### src/rtl/ff_bank_pkg.sv
// Shared types and constants for the register-bank controller and its arbiter.
// The controller either sweeps (re-clears) the bank or serves requester commands.
package ff_bank_pkg;

    typedef enum logic {
        SWEEP = 1'b0,
        SERVE = 1'b1
    } state_t;

    localparam logic CMD_WRITE = 1'b0;
    localparam logic CMD_CLEAR = 1'b1;

endpackage

### src/rtl/ff_bank_rr_arb.sv
// Two-requester round-robin arbiter. Grants combinationally and hands priority to
// the requester that was not granted most recently; A wins the first tie after reset.
module ff_bank_rr_arb (
    input  logic clk,
    input  logic rst,
    input  logic enable,
    input  logic a_valid,
    input  logic b_valid,
    output logic a_grant,
    output logic b_grant
);

    logic prio_b_reg;

    always_comb begin
        a_grant = 1'b0;
        b_grant = 1'b0;
        if (enable) begin
            if (a_valid && b_valid) begin
                a_grant = ~prio_b_reg;
                b_grant = prio_b_reg;
            end else begin
                a_grant = a_valid;
                b_grant = b_valid;
            end
        end
    end

    // Lone grants also count as "most recent", so the pointer moves on any grant.
    always_ff @(posedge clk or posedge rst) begin
        if (rst) begin
            prio_b_reg <= 1'b0;
        end else if (a_grant) begin
            prio_b_reg <= 1'b1;
        end else if (b_grant) begin
            prio_b_reg <= 1'b0;
        end
    end

endmodule

### src/rtl/ff_bank_ctrl.sv
// Controller for a bank of NREG register slots: sweeps a clear strobe across every
// slot after reset or on request, then serves write/clear commands from two requesters.
module ff_bank_ctrl
    import ff_bank_pkg::*;
#(
    parameter int NREG  = 8,
    parameter int WIDTH = 8,
    parameter int AW    = $clog2(NREG)
) (
    input  logic             CLK,
    input  logic             LSR,
    input  logic             a_valid,
    output logic             a_ready,
    input  logic             a_clr,
    input  logic [AW-1:0]    a_addr,
    input  logic [WIDTH-1:0] a_data,
    input  logic             b_valid,
    output logic             b_ready,
    input  logic             b_clr,
    input  logic [AW-1:0]    b_addr,
    input  logic [WIDTH-1:0] b_data,
    input  logic             sweep_req,
    output logic [NREG-1:0]  slot_lsr,
    output logic [NREG-1:0]  slot_we,
    output logic [WIDTH-1:0] slot_di,
    output logic             init_done,
    output logic             addr_err
);

    localparam logic [AW-1:0] LAST_IDX = AW'(NREG - 1);
    localparam logic [AW:0]   NREG_EXT = (AW + 1)'(NREG);

    state_t           state_reg, state_next;
    logic [AW-1:0]    idx_reg, idx_next;
    logic [NREG-1:0]  slot_lsr_reg, slot_lsr_next;
    logic [NREG-1:0]  slot_we_reg, slot_we_next;
    logic [WIDTH-1:0] slot_di_reg, slot_di_next;
    logic             addr_err_reg, addr_err_next;

    logic             arb_enable;
    logic             a_grant, b_grant;
    logic             cmd_valid;
    logic             cmd_clr;
    logic [AW-1:0]    cmd_addr;
    logic [WIDTH-1:0] cmd_data;
    logic             addr_ok;
    logic [NREG-1:0]  sel_onehot;
    logic [NREG-1:0]  sweep_onehot;

    // A sweep request wins over any same-cycle command, so nobody is granted then.
    assign arb_enable = (state_reg == SERVE) && !sweep_req;

    ff_bank_rr_arb u_arb (
        .clk     (CLK),
        .rst     (LSR),
        .enable  (arb_enable),
        .a_valid (a_valid),
        .b_valid (b_valid),
        .a_grant (a_grant),
        .b_grant (b_grant)
    );

    assign a_ready   = a_grant;
    assign b_ready   = b_grant;
    assign cmd_valid = a_grant | b_grant;
    assign cmd_clr   = a_grant ? a_clr  : b_clr;
    assign cmd_addr  = a_grant ? a_addr : b_addr;
    assign cmd_data  = a_grant ? a_data : b_data;
    assign addr_ok   = {1'b0, cmd_addr} < NREG_EXT;

    generate
        for (genvar gi = 0; gi < NREG; gi++) begin : g_decode
            assign sel_onehot[gi]   = (cmd_addr == AW'(gi));
            assign sweep_onehot[gi] = (idx_reg == AW'(gi));
        end
    endgenerate

    always_ff @(posedge CLK or posedge LSR) begin
        if (LSR) begin
            state_reg    <= SWEEP;
            idx_reg      <= '0;
            slot_lsr_reg <= '0;
            slot_we_reg  <= '0;
            slot_di_reg  <= '0;
            addr_err_reg <= 1'b0;
        end else begin
            state_reg    <= state_next;
            idx_reg      <= idx_next;
            slot_lsr_reg <= slot_lsr_next;
            slot_we_reg  <= slot_we_next;
            slot_di_reg  <= slot_di_next;
            addr_err_reg <= addr_err_next;
        end
    end

    always_comb begin
        state_next    = state_reg;
        idx_next      = idx_reg;
        slot_lsr_next = '0;
        slot_we_next  = '0;
        slot_di_next  = slot_di_reg;
        addr_err_next = 1'b0;
        case (state_reg)
            SWEEP: begin
                slot_lsr_next = sweep_onehot;
                if (idx_reg == LAST_IDX) begin
                    state_next = SERVE;
                    idx_next   = '0;
                end else begin
                    idx_next = idx_reg + AW'(1);
                end
            end
            SERVE: begin
                if (sweep_req) begin
                    state_next = SWEEP;
                    idx_next   = '0;
                end else if (cmd_valid) begin
                    // Out-of-range commands are consumed but only flag an error.
                    if (!addr_ok) begin
                        addr_err_next = 1'b1;
                    end else if (cmd_clr == CMD_CLEAR) begin
                        slot_lsr_next = sel_onehot;
                    end else begin
                        slot_we_next = sel_onehot;
                        slot_di_next = cmd_data;
                    end
                end
            end
            default: begin
                state_next = SWEEP;
                idx_next   = '0;
            end
        endcase
    end

    assign slot_lsr  = slot_lsr_reg;
    assign slot_we   = slot_we_reg;
    assign slot_di   = slot_di_reg;
    assign addr_err  = addr_err_reg;
    assign init_done = (state_reg == SERVE);

endmodule

### config.mk
export PLATFORM = sky130hd
export DESIGN_NAME = ff_bank_ctrl
export DESIGN_NICKNAME = d
export VERILOG_FILES = /design/src/rtl/ff_bank_pkg.sv /design/src/rtl/ff_bank_rr_arb.sv /design/src/rtl/ff_bank_ctrl.sv
export SDC_FILE = /design/constraint.sdc
export NUM_CORES = 1
export LEC_CHECK = 0
export CAP_MARGIN = 40
export CORE_MARGIN = 2
export CORE_UTILIZATION = 25
export CTS_CLUSTER_DIAMETER = 120
export DETAILED_ROUTE_END_ITERATION = 10
export PLACE_DENSITY_LB_ADDON = 0.3
export SKIP_CTS_REPAIR_TIMING = 1
export SKIP_LAST_GASP = 1
export SLEW_MARGIN = 5
export SYNTH_ARGS = -nofsm -noshare
export SYNTH_HDL_FRONTEND = slang
export SYNTH_SLANG_ARGS = --single-unit
### constraint.sdc
create_clock -name CLK -period 1.7 [get_ports CLK]
set_input_delay 0.34 -clock CLK [delete_from_list [all_inputs] [get_ports CLK]]
set_output_delay 0.34 -clock CLK [all_outputs]
set_load 0.01 [all_outputs]
**Word-level counts from Yosys, hierarchy flattened**

Index checks and enable logic that the tools add are counted.

- Flip-flop bits (word level): 29
- Input port bits: 29
- Output and inout port bits: 28
- Logic and storage cells: 57

- $add $sub $neg: 1
- Eq/ne operators: 15
- Muxes and demuxes: 23
- Bitwise operators: 5
- Reductions and logical operators: 7

Operators with widths:

| kind | number |
|---|---|
| 8-bit 2-to-1 mux | 8 |
| 3-bit == test (second input constant) | 8 |
| 8-bit case mux with 2 select lines | 1 |
| 3-bit by 2-bit == test with 1-bit output (second input constant) | 4 |
| 1-bit 2-to-1 mux | 9 |
| 3-bit 2-to-1 mux | 3 |
| 3-bit by 1-bit == test with 1-bit output (second input constant) | 2 |
| 3-bit logical NOT | 2 |
| 3-bit case mux with 2 select lines | 1 |
| 1-bit NOT | 4 |
| 4-bit AND reduction | 1 |
| 3-bit by 1-bit adder with 3-bit output (second input constant) | 1 |
| 1-bit logical AND | 2 |
| 2-bit != test (second input constant) | 1 |
| 1-bit case mux with 2 select lines | 1 |
| 2-bit nonzero test | 1 |
| 1-bit logical NOT | 1 |
| 1-bit bitwise OR | 1 |

**Depth between registers and ports, before layout**

Gate-level depths: netlist of the first run.

- Depth in word-level cells: 9
- Mapped depth: 5
- Mapped depth without buffers: 4

**Cells and area by module**

Synthesis of the first run repeated with hierarchy kept, for this count alone.

- Cell total of the unflattened synthesis: 129
- Area, all modules: 1470.2 sq um

By module, submodules not included:

| module | instances | cells an instance | area an instance (sq um) | sequential area each (sq um) |
|---|---|---|---|---|
| ff_bank_ctrl | 1 | 120 | 1405.1 | 700.7 |
| ff_bank_rr_arb | 1 | 9 | 65.1 | 25.0 |

**Worst setup path after synthesis of the first run**

No wires, ideal clock.

- Path type: reg2out
- Start point: reg state_reg, in the netlist init_done
- End point: out b_ready
- Data arrival time: 1.237 ns
- Data required time: 1.360 ns
- Path slack: 0.123 ns
- Stages on the path, launching flop included: 5
- Buffers on the path: 2
- Cells stage by stage: dfrtp_1 nor2b_1 clkbuf_1 clkbuf_1 and3b_1

- Cells in the longest elaborated chain, start to end: 2

RTL lines:

| what | line | source |
|---|---|---|
| from (decl) | ff_bank_ctrl.sv:33 | `state_t state_reg, state_next;` |
| from (signal assigned) | ff_bank_ctrl.sv:87 | `state_reg <= state_next;` |
| 1-bit logical AND | ff_bank_ctrl.sv:51 | `assign arb_enable = (state_reg == SERVE) && !sweep_req;` |
| 1-bit 2-to-1 mux | ff_bank_rr_arb.sv:18 | `if (enable) begin` |
| to (decl) | ff_bank_ctrl.sv:18 | `output logic b_ready,` |

No other way between the ends.

**Worst setup path after layout of the first run**

- Start point: reg state_reg, in the netlist init_done
- End point: reg slot_lsr_reg[3], in the netlist slot_lsr[3]

- Cells in the longest elaborated chain, start to end: 8
- Elaborated cells on any way between the ends: 12
- Classes of those cells: 1 x eq/ne; 8 x mux; 2 x bitwise; 1 x reduce/logical

RTL lines:

| what | line | source |
|---|---|---|
| 1-bit logical AND | ff_bank_ctrl.sv:51 |  |
| 1-bit 2-to-1 mux | ff_bank_rr_arb.sv:18 |  |
| 3-bit 2-to-1 mux | ff_bank_ctrl.sv:67 | `assign cmd_addr = a_grant ? a_addr : b_addr;` |
| 3-bit by 2-bit == test with 1-bit output | ff_bank_ctrl.sv:73 | `assign sel_onehot[gi] = (cmd_addr == AW'(gi));` |
| 8-bit 2-to-1 mux | ff_bank_ctrl.sv:121 | `end else if (cmd_clr == CMD_CLEAR) begin` |
| 8-bit 2-to-1 mux | ff_bank_ctrl.sv:117 | `end else if (cmd_valid) begin` |
| 8-bit 2-to-1 mux | ff_bank_ctrl.sv:114 | `if (sweep_req) begin` |
| 8-bit case mux with 2 select lines (*) | ff_bank_ctrl.sv:103 | `case (state_reg)` |
| net slot_lsr_next[3] | ff_bank_ctrl.sv:35 | `logic [NREG-1:0] slot_lsr_reg, slot_lsr_next;` |
| to (signal assigned) | ff_bank_ctrl.sv:89 | `slot_lsr_reg <= slot_lsr_next;` |
| to (decl) | ff_bank_ctrl.sv:35 |  |

The timed path passes the listed nets; every way through them passes the cells marked *.
A chain may end at the register's enable or synchronous reset.

==> key figures, run 1 <==
CTS
  • Clk buf depth: 2
  • Clock slew at reported path FFs: 70 ps
  • CTS tree: built
  • Clock Sinks: 29
  • H-tree levels: 2
  • Clk Latency, worst-skew pair: 270 ps
  • Root Buffer: clkbuf_8
  • Num CTS Buffers: 5

Critical path
  • Critical path startpoint category: flop
  • CP Class: flop to flop
  • Slowest CP cell: o311ai_1
  • Critical-path cell list: nor2b_1 > buf_4 > o2111ai_1 > o311ai_1 > buf_4
  • R2r endpoint: slot_lsr[3]
  • Worst R2R Path Depth: 5
  • Worst setup EP type: flop
  • FF-to-FF Start: init_done
  • Critical path arrival: 1880 ps
  • Crit path launch: init_done
  • Reg2Reg Setup Slack: 30 ps
  • CP peak stage delay: 450 ps
  • CP Max Fanout: 14
  • Critical Path Most Common Cell: buf_4
  • Required @ worst endpoint: 1910 ps

Cells and area
  • Post-Layout Inst Area: 2705 µm²
  • Layout cell share with drive strength beyond 1: 19.01%
  • Ant diodes: 0
  • Sequential cell area: 726.9 µm²
  • P&R area growth vs syn: 52.58%
  • # fillers: 705
  • Post-route insts no fill: 359
  • Final #Nets: 298
  • Area of the multi-input gates: 915.9 µm²

Logic synthesis
  • Post-synth EDFFs: 0
  • Post-synthesis sequential area ratio: 40.93%
  • Top-count cell post-synth: dfrtp_1
  • Cell Area, Synth: 1773 µm²
  • Number of synthesized register bits: 29
  • Share of the synthesized area in the top cell type: 40.93%
  • Area contributors post-synth: dfrtp_1, a311oi_2, nand4_1
  • Synth top cells by count: dfrtp_1, inv_1, nand4_1, nor3_1, nand2_1
  • Synth Flop Type: dfrtp_1
  • Netlist cell types: 34
  • Asr flop ratio synth: 100.0%
  • Post-Syn Nets: 224
  • Yosys warnings: 0
  • Avg Cell Area, Syn: 9.381 µm²
  • Cell taking the most area after synthesis: dfrtp_1
  • Syn Inst Count: 189

Detailed routing
  • Vias/cell: 4.721
  • First-pass DRT Iterations: 4
  • Antenna-violating nets left: 0
  • Routed WL per cell: 13.72 µm
  • Initial drt markers: 50
  • Vias: 1,695
  • # DRC: 0
  • Drt total wl: 4.924 mm

Place
  • Dpl cells: 351
  • Number of I/O port buffers: 55
  • Placed inst area: 2580 µm²
  • Gpl congestion: 0.8489
  • Detailed Place HPWL: 3.737 mm

Die
  • Die W: 88.21 µm
  • Die Y: 88.21 µm
  • Initial Utilization: 25.95%
  • Die ar.: 7781 µm²
  • Site Rows: 30
  • # IOs: 57
  • Core ar.: 6832 µm²

STA
  • Clk_skew: 8.252 ps
  • Tmin final: 1671 ps
  • Fmax: 0.5984 GHz
  • Max Slew Vio Count: 0
  • Setup Viol. Count Final: 0
  • Post-route clock period utilization: 98.30%
  • Hold Fails Final Rpt: 0
  • Total negative slack: 0 ps
  • RSZ-0062 raised after global routing: true

Global route
  • Overall Global Routing Usage: 12.93%
  • Number of global-route vias before repair: 1,635
  • Grt ovf: 0
  • First-pass GRT wire length: 7.755 mm
  • Largest net degree at the start of global routing: 30
  • Antenna violations before repair: 0

Power
  • Peak supply drop: 273.8 µV
  • Power per cell area: 1133 nW/µm²
  • Leak Pwr: 1.195 nW
  • Final Power: 0.003065 W

Job
  • Maxcap violations: 0

Run status
  • Status: completed

Min path
  • Worst Hold Class: input port to asynchronous set/reset pin
## critical path, delay by kind of cell, from the launching register on
kind                   cells  cell delay, ps
flip-flops                 1             410
AO/OA/AOI/OAI              2             650
AND/OR/NAND/NOR            1             170
buffers and inverters      2             380
## logic make-up (layout without fill, tap and decap cells)
family          Yosys count  in the layout  share of synthesized area, %
simple gates             79             79                         26.75
compound gates           39             39                         19.48
buf+inv                  35            109                         8.398
flops                    29             29                         40.93
fa+ha+maj                 6              6                         4.234
other cells               1              1                        0.2115
## layout make-up
class | count | area share [%]
repair buffers | 86 | 29.42
inverters | 16 | 2.220
clock buffers | 7 | 3.191
well taps | 96 | 4.440
flip-flops and latches | 29 | 26.87
multi-input cells | 125 | 33.86
## per-layer routing
layer	wire [µm]	global-route usage [%]	part of all wire (%)
met5	0	0	0
met4	42	3.306	0.85
met3	251	3.078	5.1
met2	2261	20.51	46
met1	2368	17.83	48
## cells in the final DEF, fill, tap and decap left out
cell type,netlist,routed
a21o_1,1,1
a21oi_1,8,8
a311oi_2,8,8
and2_1,2,2
and3b_1,2,2
and4_1,1,1
and4b_1,3,3
buf_4,1,31
clkbuf_1,12,1
clkbuf_8,0,6
clkdlybuf4s50_1,0,50
conb_1,1,1
dfrtp_1,29,28
dfrtp_2,0,1
dlymetal6s2s_1,0,5
ha_1,6,6
inv_1,16,16
nand2_1,13,13
nand2b_1,4,4
nand3b_1,2,2
nand4_1,16,16
nand4bb_1,2,2
nor2_1,5,5
nor2_2,1,1
nor2b_1,7,6
nor2b_4,0,1
nor3_1,16,16
nor4b_1,1,1
nor4bb_1,3,3
o2111ai_1,8,8
o211ai_1,2,2
o21ai_0,2,2
o21ai_1,1,1
o311ai_0,7,3
o311ai_1,1,4
o311ai_2,0,1
o31ai_1,1,1
or2_4,0,1
## where the power goes
part	switching (W)	internal, W	total, W
registers	0.000136	0.000914	0.00105
logic	0.000679	0.000771	0.00145
clock network	0.000245	0.000320	0.000565
## stage by stage
| step | setup slack (ps) | util, % | hold slack, ps |
|---|---|---|---|
| floorplan | 123.5 | - | 418.1 |
| global placement | -458.8 | 37.77 | 523.7 |
| detailed placement | -459.3 | 37.77 | 543.1 |
| CTS | -479.2 | 39.03 | 459.7 |
| global route | -37.55 | 39.60 | 507.2 |
| finish | 28.95 | 39.60 | 446.9 |
## how the worst max path moves through the flow
stage | to | slack, ps
after CTS | a_ready | -480
after floorplan | b_ready | 120
after detailed placement | a_ready | -460
after global placement | slot_lsr[3] | -460
final | slot_lsr[3] | 30
after global routing | slot_lsr[1] | -40
Power figures use the tool's default switching activity.
==> run 2, diff against run 1 <==
--- a/config.mk
+++ b/config.mk
@@ -6,10 +6,11 @@
 export NUM_CORES = 1
 export LEC_CHECK = 0
 export CAP_MARGIN = 40
-export CORE_MARGIN = 2
 export CORE_UTILIZATION = 25
+export CTS_BUF_LIST = sky130_fd_sc_hd__clkbuf_16
 export CTS_CLUSTER_DIAMETER = 120
 export DETAILED_ROUTE_END_ITERATION = 10
+export GPL_ROUTABILITY_DRIVEN = 0
 export PLACE_DENSITY_LB_ADDON = 0.3
 export SKIP_CTS_REPAIR_TIMING = 1
 export SKIP_LAST_GASP = 1
==> run 2 against run 1 <==
  * Via count grew 0.41%
  * Sequential share of layout area is 1.0 points lower
  * The run now ends with negative setup slack left
  * Maximum frequency shrank 2.3%
==> key figures, run 2 (synthesis gave the netlist of run 1 again) <==
Run status
  • Status: complete, but fails checks
  • Failing checks: negative setup slack

Place
  • Placed inst area: 2587 µm² (+0.29%)
  • Dpl cells: 352 (+0.28%)
  • Number of I/O port buffers: 55 (unchanged)
  • Placement Setup Slack: -497.3 ps (-38.07 ps)
  • Detailed Place HPWL: 3.799 mm (+1.7%)

Cells and area
  • Post-route insts no fill: 362 (+0.84%)
  • Final #Nets: 300 (+0.67%)
  • P&R area growth vs syn: 58.29%
  • Post-Layout Inst Area: 2806 µm² (+3.7%)
  • Leading cell type in the layout, fill and taps excluded: clkdlybuf4s50_1
  • Ant diodes: 0 (unchanged)
  • Layout cell share with drive strength beyond 1: 21.80% (+2.8 points)
  • Commonest non-fill, non-tap cells in the layout: clkdlybuf4s50_1, buf_4, dfrtp_1

CTS
  • CTS tree: built
  • Clk Latency, worst-skew pair: 270 ps (about the same)
  • Clock slew at reported path FFs: 50 ps (-20 ps)
  • Clk buf depth: 2 (unchanged)
  • Root Buffer: clkbuf_16
  • Num CTS Buffers: 5 (unchanged)
  • Clock Sinks: 29 (unchanged)
  • H-tree levels: 2 (unchanged)

Critical path
  • Required @ worst endpoint: 1360 ps (-550 ps)
  • CP Max Fanout: 5 (-9)
  • Worst setup EP type: output pin
  • Critical path startpoint category: input port
  • Critical path arrival: 1370 ps (-510 ps)
  • CP Class: input port to output pin
  • Reg2Reg Setup Slack: 220 ps (+190 ps)

Detailed routing
  • Drt total wl: 4.807 mm (-2.4%)
  • Initial drt markers: 29 (-42%)
  • Routed WL per cell: 13.28 µm (-3.2%)
  • Antenna-violating nets left: 0 (unchanged)
  • First-pass DRT Iterations: 4 (unchanged)
  • Vias: 1,702 (+0.41%)
  • Vias/cell: 4.702 (-0.42%)
  • # DRC: 0 (unchanged)

Die
  • Die Y: 86.21 µm (-2.3%)
  • Die W: 86.21 µm (-2.3%)
  • Initial Utilization: 25.95% (unchanged)
  • Core ar.: 6832 µm² (unchanged)
  • # IOs: 57 (unchanged)
  • Die ar.: 7432 µm² (-4.5%)
  • Site Rows: 30 (unchanged)

Power
  • Leak Pwr: 1.197 nW (+0.14%)
  • Power per cell area: 1253 nW/µm² (+11%)
  • Peak supply drop: 472.5 µV (+73%)

STA
  • RSZ-0062 raised after global routing: true
  • Hold Fails Final Rpt: 0 (unchanged)
  • Total negative slack: -9.792 ps (-9.792 ps)
  • Clk_skew: 1.431 ps (-6.821 ps)
  • Fmax: 0.5849 GHz (-2.3%)
  • Post-route clock period utilization: 100.6% (+2.3 points)
  • Max Slew Vio Count: 0 (unchanged)
  • Worst hold slack: 450.9 ps (+3.971 ps)
  • Tmin final: 1710 ps (+38.75 ps)
  • Post-route setup slack: -9.792 ps (-38.75 ps)
  • Setup Viol. Count Final: 1 (+1)

Global route
  • Largest net degree at the start of global routing: 30 (unchanged)
  • Grt ovf: 0 (unchanged)
  • First-pass GRT wire length: 7.893 mm (+1.8%)
  • Number of global-route vias before repair: 1,677 (+2.6%)
  • Overall Global Routing Usage: 13.45% (+0.52 points)
  • Antenna violations before repair: 0 (unchanged)

Min path
  • Worst Hold Class: input port to asynchronous set/reset pin

Job
  • Maxcap violations: 0 (unchanged)
## run 2: changes by cell type in the layout (fill, tap and decap cells not counted), sizes merged
cell           delta
clkdlybuf4s50     +1
buf               +2
bufinv            +1
dlymetal6s2s      -3
clkinv            +1
clkinvlp          +1
## run 2: layout make-up
cell class | instances | area [µm²]
tap | 96 | 120.1
clock buffer | 5 | 125.1
multi-input combinational | 125 | 937.1
inverter | 16 | 60.06
sequential | 29 | 725.7
timing repair buffer | 88 | 797.0
fill | 700 | 4025
clock inverter | 3 | 41.29
## run 2: where the power goes
part	total (W)	internal, W	switching, W
Clock	0.000978	0.000684	0.000294
Sequential	0.00104	0.000913	0.000127
Combinational	0.00150	0.000807	0.000692
## run 2: final timing paths
path,startpoint,to,depth (start not counted)
max in group asynchronous,LSR,slot_di[0],3
hold / removal,LSR,idx_reg[0],3
setup reg to reg,init_done,slot_lsr[2],5
min in group CLK,slot_di[6],slot_di[6],2
hold reg to reg,slot_di[6],slot_di[6],2
setup / recovery,a_valid,a_ready,4
## run 2: worst max-delay path, stage by stage
cell and delay (ps):
clkdlybuf4s50_1 510, nand3b_1 160, nor2_4 200, clkbuf_2 160
## run 2: stage by stage
step	power, W	util [%]
after floorplan	0.001755	-
after global placement	0.002480	37.88
after detailed placement	0.002515	37.88
after CTS	0.003500	40.31
after global routing	0.003745	41.08
final	0.003516	41.08
## run 2: metal layers
| layer | global-route usage [%] | wire (µm) | share of wire, % | up-vias |
|---|---|---|---|---|
| li1 | - | - | - | 850 |
| met1 | 17.88 | 2290 | 48 | 804 |
| met2 | 22.66 | 2264 | 47 | 44 |
| met3 | 2.476 | 221 | 4.6 | 4 |
| met4 | 3.182 | 31 | 0.64 | 0 |
| met5 | 0 | 0 | 0 | - |
